--- src/rtl/uart_pkg.sv ---
// Shared UART definitions: receiver state encodings, oversampling constants
// and the 2-of-3 vote used by the optional majority sampler.
package uart_pkg;

  localparam int OVERSAMPLE      = 8;
  localparam int SAMPLE_POINT    = 4;
  localparam int DEFAULT_CLK_DIV = 44;

  typedef logic [2:0] uart_state_t;

  localparam logic [2:0] ST_ARM   = 3'd0;
  localparam logic [2:0] ST_IDLE  = 3'd1;
  localparam logic [2:0] ST_START = 3'd2;
  localparam logic [2:0] ST_DATA  = 3'd3;
  localparam logic [2:0] ST_STOP  = 3'd4;

  function automatic logic majority3(input logic a, input logic b, input logic c);
    return (a & b) | (a & c) | (b & c);
  endfunction

endpackage

--- src/rtl/uart_baud_tick.sv ---
// Oversample prescaler: counts 0..CLK_DIV-1 and flags a tick on the last count.
// A synchronous clear realigns the sampling phase to a detected edge.
module uart_baud_tick #(
  parameter int CLK_DIV = 44
) (
  input  logic clk,
  input  logic rst_n,
  input  logic clr,
  output logic tick
);
  localparam int CW = (CLK_DIV > 1) ? $clog2(CLK_DIV) : 1;

  logic [CW-1:0] cnt_q, cnt_d;

  assign tick = (cnt_q == CW'(CLK_DIV - 1));

  always_comb begin
    cnt_d = cnt_q + 1'b1;
    if (clr || tick) cnt_d = '0;
  end

  always_ff @(posedge clk or negedge rst_n) begin
    if (!rst_n) cnt_q <= '0;
    else        cnt_q <= cnt_d;
  end

endmodule

--- src/rtl/uart_rx.sv ---
// 8N1 UART receiver, 8x oversampled, valid/ready byte output with framing and
// overrun pulses. Define UART_RX_MAJORITY_EN for 2-of-3 sampling at sub 2/3/4.
module uart_rx
  import uart_pkg::*;
#(
  parameter int CLK_DIV   = DEFAULT_CLK_DIV,
  parameter int DATA_BITS = 8
) (
  input  logic                 user_clock,
  input  logic                 rst,
  input  logic                 usb_rs232_rxd,
  output logic [DATA_BITS-1:0] rx_data,
  output logic                 rx_valid,
  input  logic                 rx_ready,
  output logic                 rx_frame_err,
  output logic                 rx_overrun,
  output uart_state_t          dbg_state
);
  // Handshake: rx_valid rises with rx_data and both hold until a clock edge
  // sees rx_valid && rx_ready; a completion in that same cycle reloads rx_data.
  localparam int BCW = $clog2(DATA_BITS + 1);

  logic                 rxd_meta_q, rxd_sync_q;
  uart_state_t          state_q, state_d;
  logic [2:0]           sub_q, sub_d;
  logic [BCW-1:0]       bit_cnt_q, bit_cnt_d;
  logic [DATA_BITS-1:0] shift_q, shift_d;
  logic [DATA_BITS-1:0] rx_data_q, rx_data_d;
  logic                 rx_valid_q, rx_valid_d;
  logic                 frame_err_q, frame_err_d;
  logic                 overrun_q, overrun_d;
  logic                 tick, baud_clr, decide, wrap, complete, sample;

  uart_baud_tick #(.CLK_DIV(CLK_DIV)) u_baud (
    .clk   (user_clock),
    .rst_n (rst),
    .clr   (baud_clr),
    .tick  (tick)
  );

  assign decide = tick && (sub_q == 3'(SAMPLE_POINT));
  assign wrap   = tick && (sub_q == 3'(OVERSAMPLE - 1));

`ifdef UART_RX_MAJORITY_EN
  logic samp_a_q, samp_a_d, samp_b_q, samp_b_d;

  always_comb begin
    samp_a_d = samp_a_q;
    samp_b_d = samp_b_q;
    if (tick && sub_q == 3'(SAMPLE_POINT - 2)) samp_a_d = rxd_sync_q;
    if (tick && sub_q == 3'(SAMPLE_POINT - 1)) samp_b_d = rxd_sync_q;
  end

  always_ff @(posedge user_clock or negedge rst) begin
    if (!rst) begin
      samp_a_q <= 1'b1;
      samp_b_q <= 1'b1;
    end else begin
      samp_a_q <= samp_a_d;
      samp_b_q <= samp_b_d;
    end
  end

  assign sample = majority3(samp_a_q, samp_b_q, rxd_sync_q);
`else
  assign sample = rxd_sync_q;
`endif

  always_comb begin
    state_d     = state_q;
    sub_d       = sub_q;
    bit_cnt_d   = bit_cnt_q;
    shift_d     = shift_q;
    rx_data_d   = rx_data_q;
    rx_valid_d  = rx_valid_q;
    frame_err_d = 1'b0;
    overrun_d   = 1'b0;
    baud_clr    = 1'b0;
    complete    = 1'b0;

    if (tick && (state_q == ST_START || state_q == ST_DATA || state_q == ST_STOP))
      sub_d = sub_q + 3'd1;

    case (state_q)
      ST_ARM: if (rxd_sync_q) state_d = ST_IDLE;
      ST_IDLE: begin
        if (!rxd_sync_q) begin
          baud_clr = 1'b1;
          sub_d    = '0;
          state_d  = ST_START;
        end
      end
      ST_START: begin
        if (decide && sample) state_d = ST_IDLE;
        else if (wrap) begin
          state_d   = ST_DATA;
          bit_cnt_d = '0;
        end
      end
      ST_DATA: begin
        if (decide) begin
          shift_d   = (shift_q >> 1) | (DATA_BITS'(sample) << (DATA_BITS - 1));
          bit_cnt_d = bit_cnt_q + 1'b1;
        end else if (wrap && bit_cnt_q == BCW'(DATA_BITS)) begin
          state_d = ST_STOP;
        end
      end
      ST_STOP: begin
        if (decide) begin
          if (sample) begin
            complete = 1'b1;
            state_d  = ST_IDLE;
          end else begin
            // Low stop bit may be a break: rearm until the line returns high.
            frame_err_d = 1'b1;
            state_d     = ST_ARM;
          end
        end
      end
      default: state_d = ST_ARM;
    endcase

    if (complete) begin
      if (!rx_valid_q || rx_ready) begin
        rx_data_d  = shift_q;
        rx_valid_d = 1'b1;
      end else begin
        overrun_d = 1'b1;
      end
    end else if (rx_valid_q && rx_ready) begin
      rx_valid_d = 1'b0;
    end
  end

  always_ff @(posedge user_clock or negedge rst) begin
    if (!rst) begin
      rxd_meta_q  <= 1'b1;
      rxd_sync_q  <= 1'b1;
      state_q     <= ST_ARM;
      sub_q       <= '0;
      bit_cnt_q   <= '0;
      shift_q     <= '0;
      rx_data_q   <= '0;
      rx_valid_q  <= 1'b0;
      frame_err_q <= 1'b0;
      overrun_q   <= 1'b0;
    end else begin
      rxd_meta_q  <= usb_rs232_rxd;
      rxd_sync_q  <= rxd_meta_q;
      state_q     <= state_d;
      sub_q       <= sub_d;
      bit_cnt_q   <= bit_cnt_d;
      shift_q     <= shift_d;
      rx_data_q   <= rx_data_d;
      rx_valid_q  <= rx_valid_d;
      frame_err_q <= frame_err_d;
      overrun_q   <= overrun_d;
    end
  end

  assign rx_data      = rx_data_q;
  assign rx_valid     = rx_valid_q;
  assign rx_frame_err = frame_err_q;
  assign rx_overrun   = overrun_q;
  assign dbg_state    = state_q;

endmodule
--- config.mk ---
export PLATFORM = sky130hd
export DESIGN_NAME = uart_rx
export DESIGN_NICKNAME = d
export VERILOG_FILES = /design/src/rtl/uart_pkg.sv /design/src/rtl/uart_baud_tick.sv /design/src/rtl/uart_rx.sv
export SDC_FILE = /design/constraint.sdc
export NUM_CORES = 1
export LEC_CHECK = 0
export BUFFER_PORTS_ARGS = -buffer_cell sky130_fd_sc_hd__clkbuf_2
export CORE_AREA = 2 2 60 62
export CTS_BUF_LIST = sky130_fd_sc_hd__clkbuf_4 sky130_fd_sc_hd__clkbuf_8 sky130_fd_sc_hd__clkbuf_16
export DETAILED_ROUTE_END_ITERATION = 16
export DIE_AREA = 0 0 62 64
export HOLD_SLACK_MARGIN = 0.05
export PLACE_DENSITY = 0.74
export SYNTH_ARGS = -nofsm -noshare
export SYNTH_HDL_FRONTEND = slang
export SYNTH_SLANG_ARGS = --single-unit
--- constraint.sdc ---
create_clock -name user_clock -period 2.75 [get_ports user_clock]
set_clock_uncertainty 0.15 [all_clocks]
set_input_delay 0.1375 -clock user_clock [delete_from_list [all_inputs] [get_ports user_clock]]
set_output_delay 0.1375 -clock user_clock [all_outputs]
set_load 0.05 [all_outputs]
# Yosys cells after proc, flatten, opt, wreduce, memory -nomap -nowiden
# Index checks and enable logic that the tools add are counted.
[classes]
eq_ne = 18
add_sub_neg = 3
n_reduce_logical = 19
mux = 29
bitwise = 1
[ops]
columns = ["operator", "n"]
rows = [
  ["3-bit two-way mux", 10],
  ["3-bit case mux with 5 select lines", 1],
  ["2-bit != test, second input constant", 7],
  ["1-bit two-way mux", 13],
  ["4-bit two-way mux", 3],
  ["3-bit == test, second input constant", 3],
  ["7-bit by 8-bit OR with 8-bit output", 1],
  ["4-bit case mux with 2 select lines", 1],
  ["6-bit by 1-bit adder with 6-bit output, second input constant", 1],
  ["3-bit by 2-bit == test with 1-bit output, second input constant", 2],
  ["6-bit == test, second input constant", 1],
  ["1-bit logical AND", 6],
  ["6-bit two-way mux", 1],
  ["2-bit AND reduction", 3],
  ["6-bit AND reduction", 1],
  ["4-bit by 1-bit adder with 4-bit output, second input constant", 1],
  ["4-bit == test, second input constant", 1],
  ["1-bit logical OR", 4],
  ["2-bit by 1-bit != test with 1-bit output, second input constant", 2],
  ["4-bit AND reduction", 1],
  ["2-bit nonzero test", 2],
  ["3-bit by 1-bit adder with 3-bit output, second input constant", 1],
  ["3-bit by 1-bit == test with 1-bit output, second input constant", 1],
  ["3-bit zero test", 1],
  ["2 further kinds", 2],
]
[word_totals]
elab_cells = 81
out_inout_bits = 14
regBits = 37
input_bits = 4

# Logic depth before layout (Yosys ltp)
[depth]
word_depth = 7
ltp_mapped = 7
mapped_depth_nobuf = 6

# Hierarchy
# A second synthesis with hierarchy kept.
[unflattened]
hier_cells = 138
area_unflattened_um2 = 1666.6
[modules_own_cells]
columns = ["mod", "cells_per_inst", "area_each_um2", "seq_area_each_um2", "instances"]
rows = [
  ["uart_rx", 113, 1390.1, 778.2, 1],
  ["uart_baud_tick", 25, 276.5, 150.1, 1],
]

# Worst setup path before layout
# Ideal clock, no wire load.
[synth_timing]
path_type = "reg-to-reg"
from = "register state_q[2], in the netlist dbg_state[2]"
to = "register rx_data_q[0], in the netlist rx_data[0]"
required_ns = 2.475
stages_incl_launch_ff = 5
arrival_ns = 1.958
setup_time_ns = 0.125
path_buffers = 1
synth_period_minus_slack_ns = 2.232
path_slack_ns = 0.518
path_cell_list = "dfrtp_1 > buf_4 > nor3b_1 > nand4_2 > mux2_2"
[synth_via]
elab_chain_len = 3
[synth_lines]
columns = ["item", "line_no", "rtl"]
rows = [
  ["from (decl)", "uart_rx.sv:24", "uart_state_t state_q, state_d;"],
  ["from (signal assigned)", "uart_rx.sv:150", "state_q <= state_d;"],
  ["3-bit == test", "uart_rx.sv:84", "case (state_q)"],
  ["1-bit two-way mux", "uart_rx.sv:84", ""],
  ["2-bit AND reduction (no line)", "-", ""],
  ["to (signal assigned)", "uart_rx.sv:154", "rx_data_q <= rx_data_d;"],
  ["to (decl)", "uart_rx.sv:28", "logic [DATA_BITS-1:0] rx_data_q, rx_data_d;"],
]
# No other way between the ends.
# A chain may end at the register's enable or synchronous reset.

# Final worst setup path
[layout_timing]
from = "register u_baud.cnt_q[2]"
to = "register shift_q[7]"
[layout_via]
elab_chain_len = 3
[layout_lines]
columns = ["item", "line_no", "rtl"]
rows = [
  ["from (decl)", "uart_baud_tick.sv:13", "logic [CW-1:0] cnt_q, cnt_d;"],
  ["from (signal assigned)", "uart_baud_tick.sv:24", "else cnt_q <= cnt_d;"],
  ["6-bit == test", "uart_baud_tick.sv:15", "assign tick = (cnt_q == CW'(CLK_DIV - 1));"],
  ["1-bit logical AND", "uart_rx.sv:41", "assign decide = tick && (sub_q == 3'(SAMPLE_POINT));"],
  ["2-bit AND reduction (no line)", "-", ""],
  ["to (signal assigned)", "uart_rx.sv:153", "shift_q <= shift_d;"],
  ["to (decl)", "uart_rx.sv:27", "logic [DATA_BITS-1:0] shift_q, shift_d;"],
]
# No other way between the ends.

==> impl_metrics.sql <==
INSERT INTO impl_metrics (metric_group, metric, value, unit) VALUES
('run_status', 'status', 'complete, no violations', ''),
('route', 'drtIter0Drc', '77', ''),
('worst_setup_path', 'cell_depth_of_the_worst_setup_path', '3', ''),
('floorplanning', 'total_die_area', '3968', 'µm²'),
('global_route', 'initial_antenna_violation_count', '0', ''),
('global_route', 'grt_max_degree', '38', ''),
('floorplanning', 'initial_util', '54.78', '%'),
('worst_setup_path', 'timing.critical_path.slowest_cell_delay', '0.68', 'ns'),
('sta', 'setup_ws', '0.4238', 'ns'),
('synth', 'postSynthCellCount', '160', ''),
('power_and_ir_drop', 'static-leakage-power', '0.9834', 'nW'),
('synth', 'mean_cell_area_of_the_mapped_netlist', '11.25', 'µm²'),
('finish', 'area_growth_syn_to_layout', '14.19', '%'),
('finish', 'post_route_cells_drive_above_1_share', '26.49', '%'),
('route', 'routed-via-count', '1296', ''),
('power_and_ir_drop', 'power_density', '750.0', 'nW/µm²'),
('sta', 'timing.slew.headroom', '39.70', '%'),
('placed_design', 'finalWeightedCongestion', '0.8007', ''),
('sta', 'whs', '0.2126', 'ns'),
('worst_setup_path', 'cp_launch_point', 'u_baud.cnt_q[2]', ''),
('run', 'timing.max_cap.violations', '0', ''),
('clock_network', 'total_of_cells_resized_after_clock_tree_synthesis', '0', ''),
('synth', 'synth-edff-count', '0', ''),
('sta', 'max_clock_freq', '429.9', 'MHz'),
('sta', 'setup_viol', '0', ''),
('placed_design', 'hpwl', '2422', 'µm'),
('clock_network', 'clk_root_buffer_cell', 'sky130_fd_sc_hd__clkbuf_4', ''),
('synth', 'synthDistinctLibCells', '41', ''),
('worst_setup_path', 'ff2ff_setup_slack', '0.42', 'ns'),
('global_route', 'leftover_overflow_at_the_end_of_global_routing', '0', ''),
('sta', 'final_min_period_over_clock_period', '84.59', '%'),
('synth', 'syn-num-nets', '170', ''),
('synth', 'ys.flop_type', 'sky130_fd_sc_hd__dfrtp_1', ''),
('worst_setup_path', 'rr_startpoint', 'u_baud.cnt_q[2]', ''),
('route', 'drt_first_pass_iters', '5', ''),
('sta', 'maxSlewViolCount', '0', ''),
('power_and_ir_drop', 'sw_frac_of_total', '33.06', '%'),
('worst_setup_path', 'cp_data_required_time', '2.84', 'ns'),
('worst_setup_path', 'worstSetupStartpointType', 'register', ''),
('synth', 'seq_area_frac_synth', '51.60', '%'),
('worst_setup_path', 'cp_cell_sequence', 'or3b_4 -> nor4_4 -> mux2_2', ''),
('worst_setup_path', 'crit_end', 'shift_q[7]', ''),
('global_route', 'wire_length_of_the_first_global_routing_pass', '6003', 'µm'),
('hold_path', 'hold_path_class', 'register to register', ''),
('synth', 'ys_ff_latch', '37', ''),
('hold_path', 'source_of_the_worst_hold_timing_path', 'rxd_meta_q', ''),
('finish', 'final_nets', '194', ''),
('route', 'via_density', '5.610', ''),
('clock_network', 'clk_path_buf_depth', '2', ''),
('worst_setup_path', 'regToRegEndpoint', 'shift_q[7]', ''),
('power_and_ir_drop', 'cell_internal_pwr', '1.032', 'mW'),
('power_and_ir_drop', 'power.combinational.fraction', '23.8', '%'),
('synth', 'mappedNetlistArea', '1799', 'µm²'),
('sta', 'finalCriticalPeriod', '2.326', 'ns'),
('sta', 'grt_setup_unrepaired', 'false', ''),
('worst_setup_path', 'r2r_cells', '3', ''),
('route', 'detail-route-antenna-nets', '0', ''),
('clock_network', 'clock_buffers_created_by_tritoncts', '5', ''),
('synth', 'async_reset_ff_share', '100.0', '%'),
('sta', 'totalNegativeSetupSlack', '0', 'ns'),
('worst_setup_path', 'cp.arrival', '2.42', 'ns'),
('route', 'routedWlPerCell', '14.82', 'µm'),
('clock_network', 'clock_tree_from_tritoncts', 'built', ''),
('sta', 'worst_max_slew_pin_slew', '0.9045', 'ns'),
('synth', 'ys.warnings.count', '0', ''),
('finish', 'antennaDiodeCount', '0', ''),
('power_and_ir_drop', 'vdd_drop_max', '457.6', 'µV'),
('global_route', 'first_global_vias', '1317', ''),
('floorplanning', 'std_cell_rows', '21', ''),
('power_and_ir_drop', 'net-switching-power', '0.5094', 'mW'),
('power_and_ir_drop', 'seqPwrFrac', '45.0', '%');
layout make-up:
class                      count  area [µm²]
clock buffer                   5       37.54
clock inverter                 3       68.82
fill                         269        1230
inverter                       9       33.78
multi-input combinational    109       798.3
sequential                    37       928.4
tap                           46       57.56
timing repair buffer          22       130.1
placed cells by master, fill, tap and decap left out, types with 2 or more instances in the layout:
cell and count:
sky130_fd_sc_hd__nand2b_1 3, sky130_fd_sc_hd__nor2_1 14, sky130_fd_sc_hd__dfstp_2 2, sky130_fd_sc_hd__ha_1 6
sky130_fd_sc_hd__nor4_1 5, sky130_fd_sc_hd__mux2_2 15, sky130_fd_sc_hd__inv_1 9, sky130_fd_sc_hd__a21oi_1 3
sky130_fd_sc_hd__nor2b_1 2, sky130_fd_sc_hd__o22ai_1 2, sky130_fd_sc_hd__nand4_1 2, sky130_fd_sc_hd__clkbuf_4 5
sky130_fd_sc_hd__o21ai_0 4, sky130_fd_sc_hd__xnor2_1 4, sky130_fd_sc_hd__dfrtp_1 35, sky130_fd_sc_hd__dlygate4sd3_1 3
sky130_fd_sc_hd__xor2_1 3, sky130_fd_sc_hd__nor3b_1 2, sky130_fd_sc_hd__nor3_1 3, sky130_fd_sc_hd__o211ai_1 2
sky130_fd_sc_hd__nand3b_1 2, sky130_fd_sc_hd__bufinv_16 2, sky130_fd_sc_hd__clkbuf_2 17, sky130_fd_sc_hd__buf_4 2
sky130_fd_sc_hd__nand2_1 13, sky130_fd_sc_hd__nand3_1 7, sky130_fd_sc_hd__mux2i_1 2
routing by layer:
| metal | routed length (µm) | share of wire, % | vias up | GRT usage (%) |
|---|---|---|---|---|
| met4 | 41 | 1.2 | 0 | 8.511 |
| li1 | - | - | 613 | - |
| met1 | 1487 | 43 | 620 | 27.61 |
| met2 | 1711 | 50 | 58 | 30.60 |
| met3 | 183 | 5.3 | 5 | 5.668 |
| met5 | 0 | 0 | - | 0 |
through the flow:
stage / utilization (%) / area [µm²] / cells / power [mW]
after global placement: 58.40 / 1918 / 220 / 1.030
after floorplan: - / 1799 / 160 / 0.9734
after global routing: 62.55 / 2054 / 231 / 1.629
after CTS: 62.55 / 2054 / 231 / 1.552
final: 62.55 / 2054 / 231 / 1.541
after detailed placement: 58.40 / 1918 / 220 / 1.061
worst reg2reg max path: stages, from the launching register on:
cell and delay [ns]:
sky130_fd_sc_hd__dfrtp_1 0.48, sky130_fd_sc_hd__or3b_4 0.51, sky130_fd_sc_hd__nor4_4 0.68, sky130_fd_sc_hd__mux2_2 0.41
synth_stat cells, types with 2 or more instances:
cell | instances | area, µm²
sky130_fd_sc_hd__a21oi_1 | 3 | 15.01
sky130_fd_sc_hd__buf_6 | 2 | 22.52
sky130_fd_sc_hd__dfrtp_1 | 35 | 875.8
sky130_fd_sc_hd__dfstp_2 | 2 | 52.55
sky130_fd_sc_hd__ha_1 | 6 | 75.07
sky130_fd_sc_hd__inv_1 | 9 | 33.78
sky130_fd_sc_hd__mux2_2 | 15 | 168.9
sky130_fd_sc_hd__mux2i_1 | 2 | 20.02
sky130_fd_sc_hd__nand2_1 | 13 | 48.80
sky130_fd_sc_hd__nand2b_1 | 3 | 18.77
sky130_fd_sc_hd__nand3_1 | 7 | 35.03
sky130_fd_sc_hd__nand3b_1 | 2 | 15.01
sky130_fd_sc_hd__nand4_1 | 2 | 12.51
sky130_fd_sc_hd__nor2_1 | 14 | 52.55
sky130_fd_sc_hd__nor2b_1 | 2 | 12.51
sky130_fd_sc_hd__nor3_1 | 3 | 15.01
sky130_fd_sc_hd__nor3b_1 | 2 | 15.01
sky130_fd_sc_hd__nor4_1 | 5 | 31.28
sky130_fd_sc_hd__o211ai_1 | 2 | 15.01
sky130_fd_sc_hd__o21ai_0 | 4 | 20.02
sky130_fd_sc_hd__o22ai_1 | 2 | 12.51
sky130_fd_sc_hd__xnor2_1 | 4 | 35.03
sky130_fd_sc_hd__xor2_1 | 3 | 26.28
power groups by stage:
stage | registers [mW] | logic, mW | clock network [mW]
floorplan | 0.707 | 0.266 | 0
global placement | 0.694 | 0.336 | 0
detailed placement | 0.700 | 0.361 | 0
CTS | 0.691 | 0.367 | 0.494
global route | 0.700 | 0.412 | 0.517
finish | 0.694 | 0.367 | 0.480
worst min path at each step:
stage	end	slack [ns]	cells after the start
floorplan	bit_cnt_q[0]	-0.31	0
global placement	rxd_meta_q	0.08	1
detailed placement	rxd_meta_q	0.08	1
CTS	rxd_sync_q	0.21	0
global route	rxd_sync_q	0.23	0
finish	rxd_sync_q	0.21	0
timing repair:
action / in CTS / in global routing
endpoints found under the hold margin: 38 / 0
hold buffers: 3 / 0
setup endpoints to repair: 0 / 0
state kept, by name, indices dropped and copies added, names as in the netlist:
name,cells
rx_frame_err,1
dbg_state,3
shift_q,8
sub_q,3
u_baud.cnt_q,6
rx_valid,1
rx_overrun,1
bit_cnt_q,4
rx_data,8
rxd_sync_q,1
rxd_meta_q,1
kinds of logic (layout without fill, tap and decap cells):
logic type | count (synthesis) | in the layout | synth area share (%)
compound gates | 18 | 18 | 7.302
xor+xnor | 7 | 7 | 3.408
fa+ha+maj | 6 | 6 | 4.172
buf+inv | 14 | 39 | 4.033
flops | 37 | 37 | 51.60
mux | 18 | 18 | 11.13
simple gates | 60 | 60 | 18.36
No activity file was read; power rests on OpenSTA's default activity.
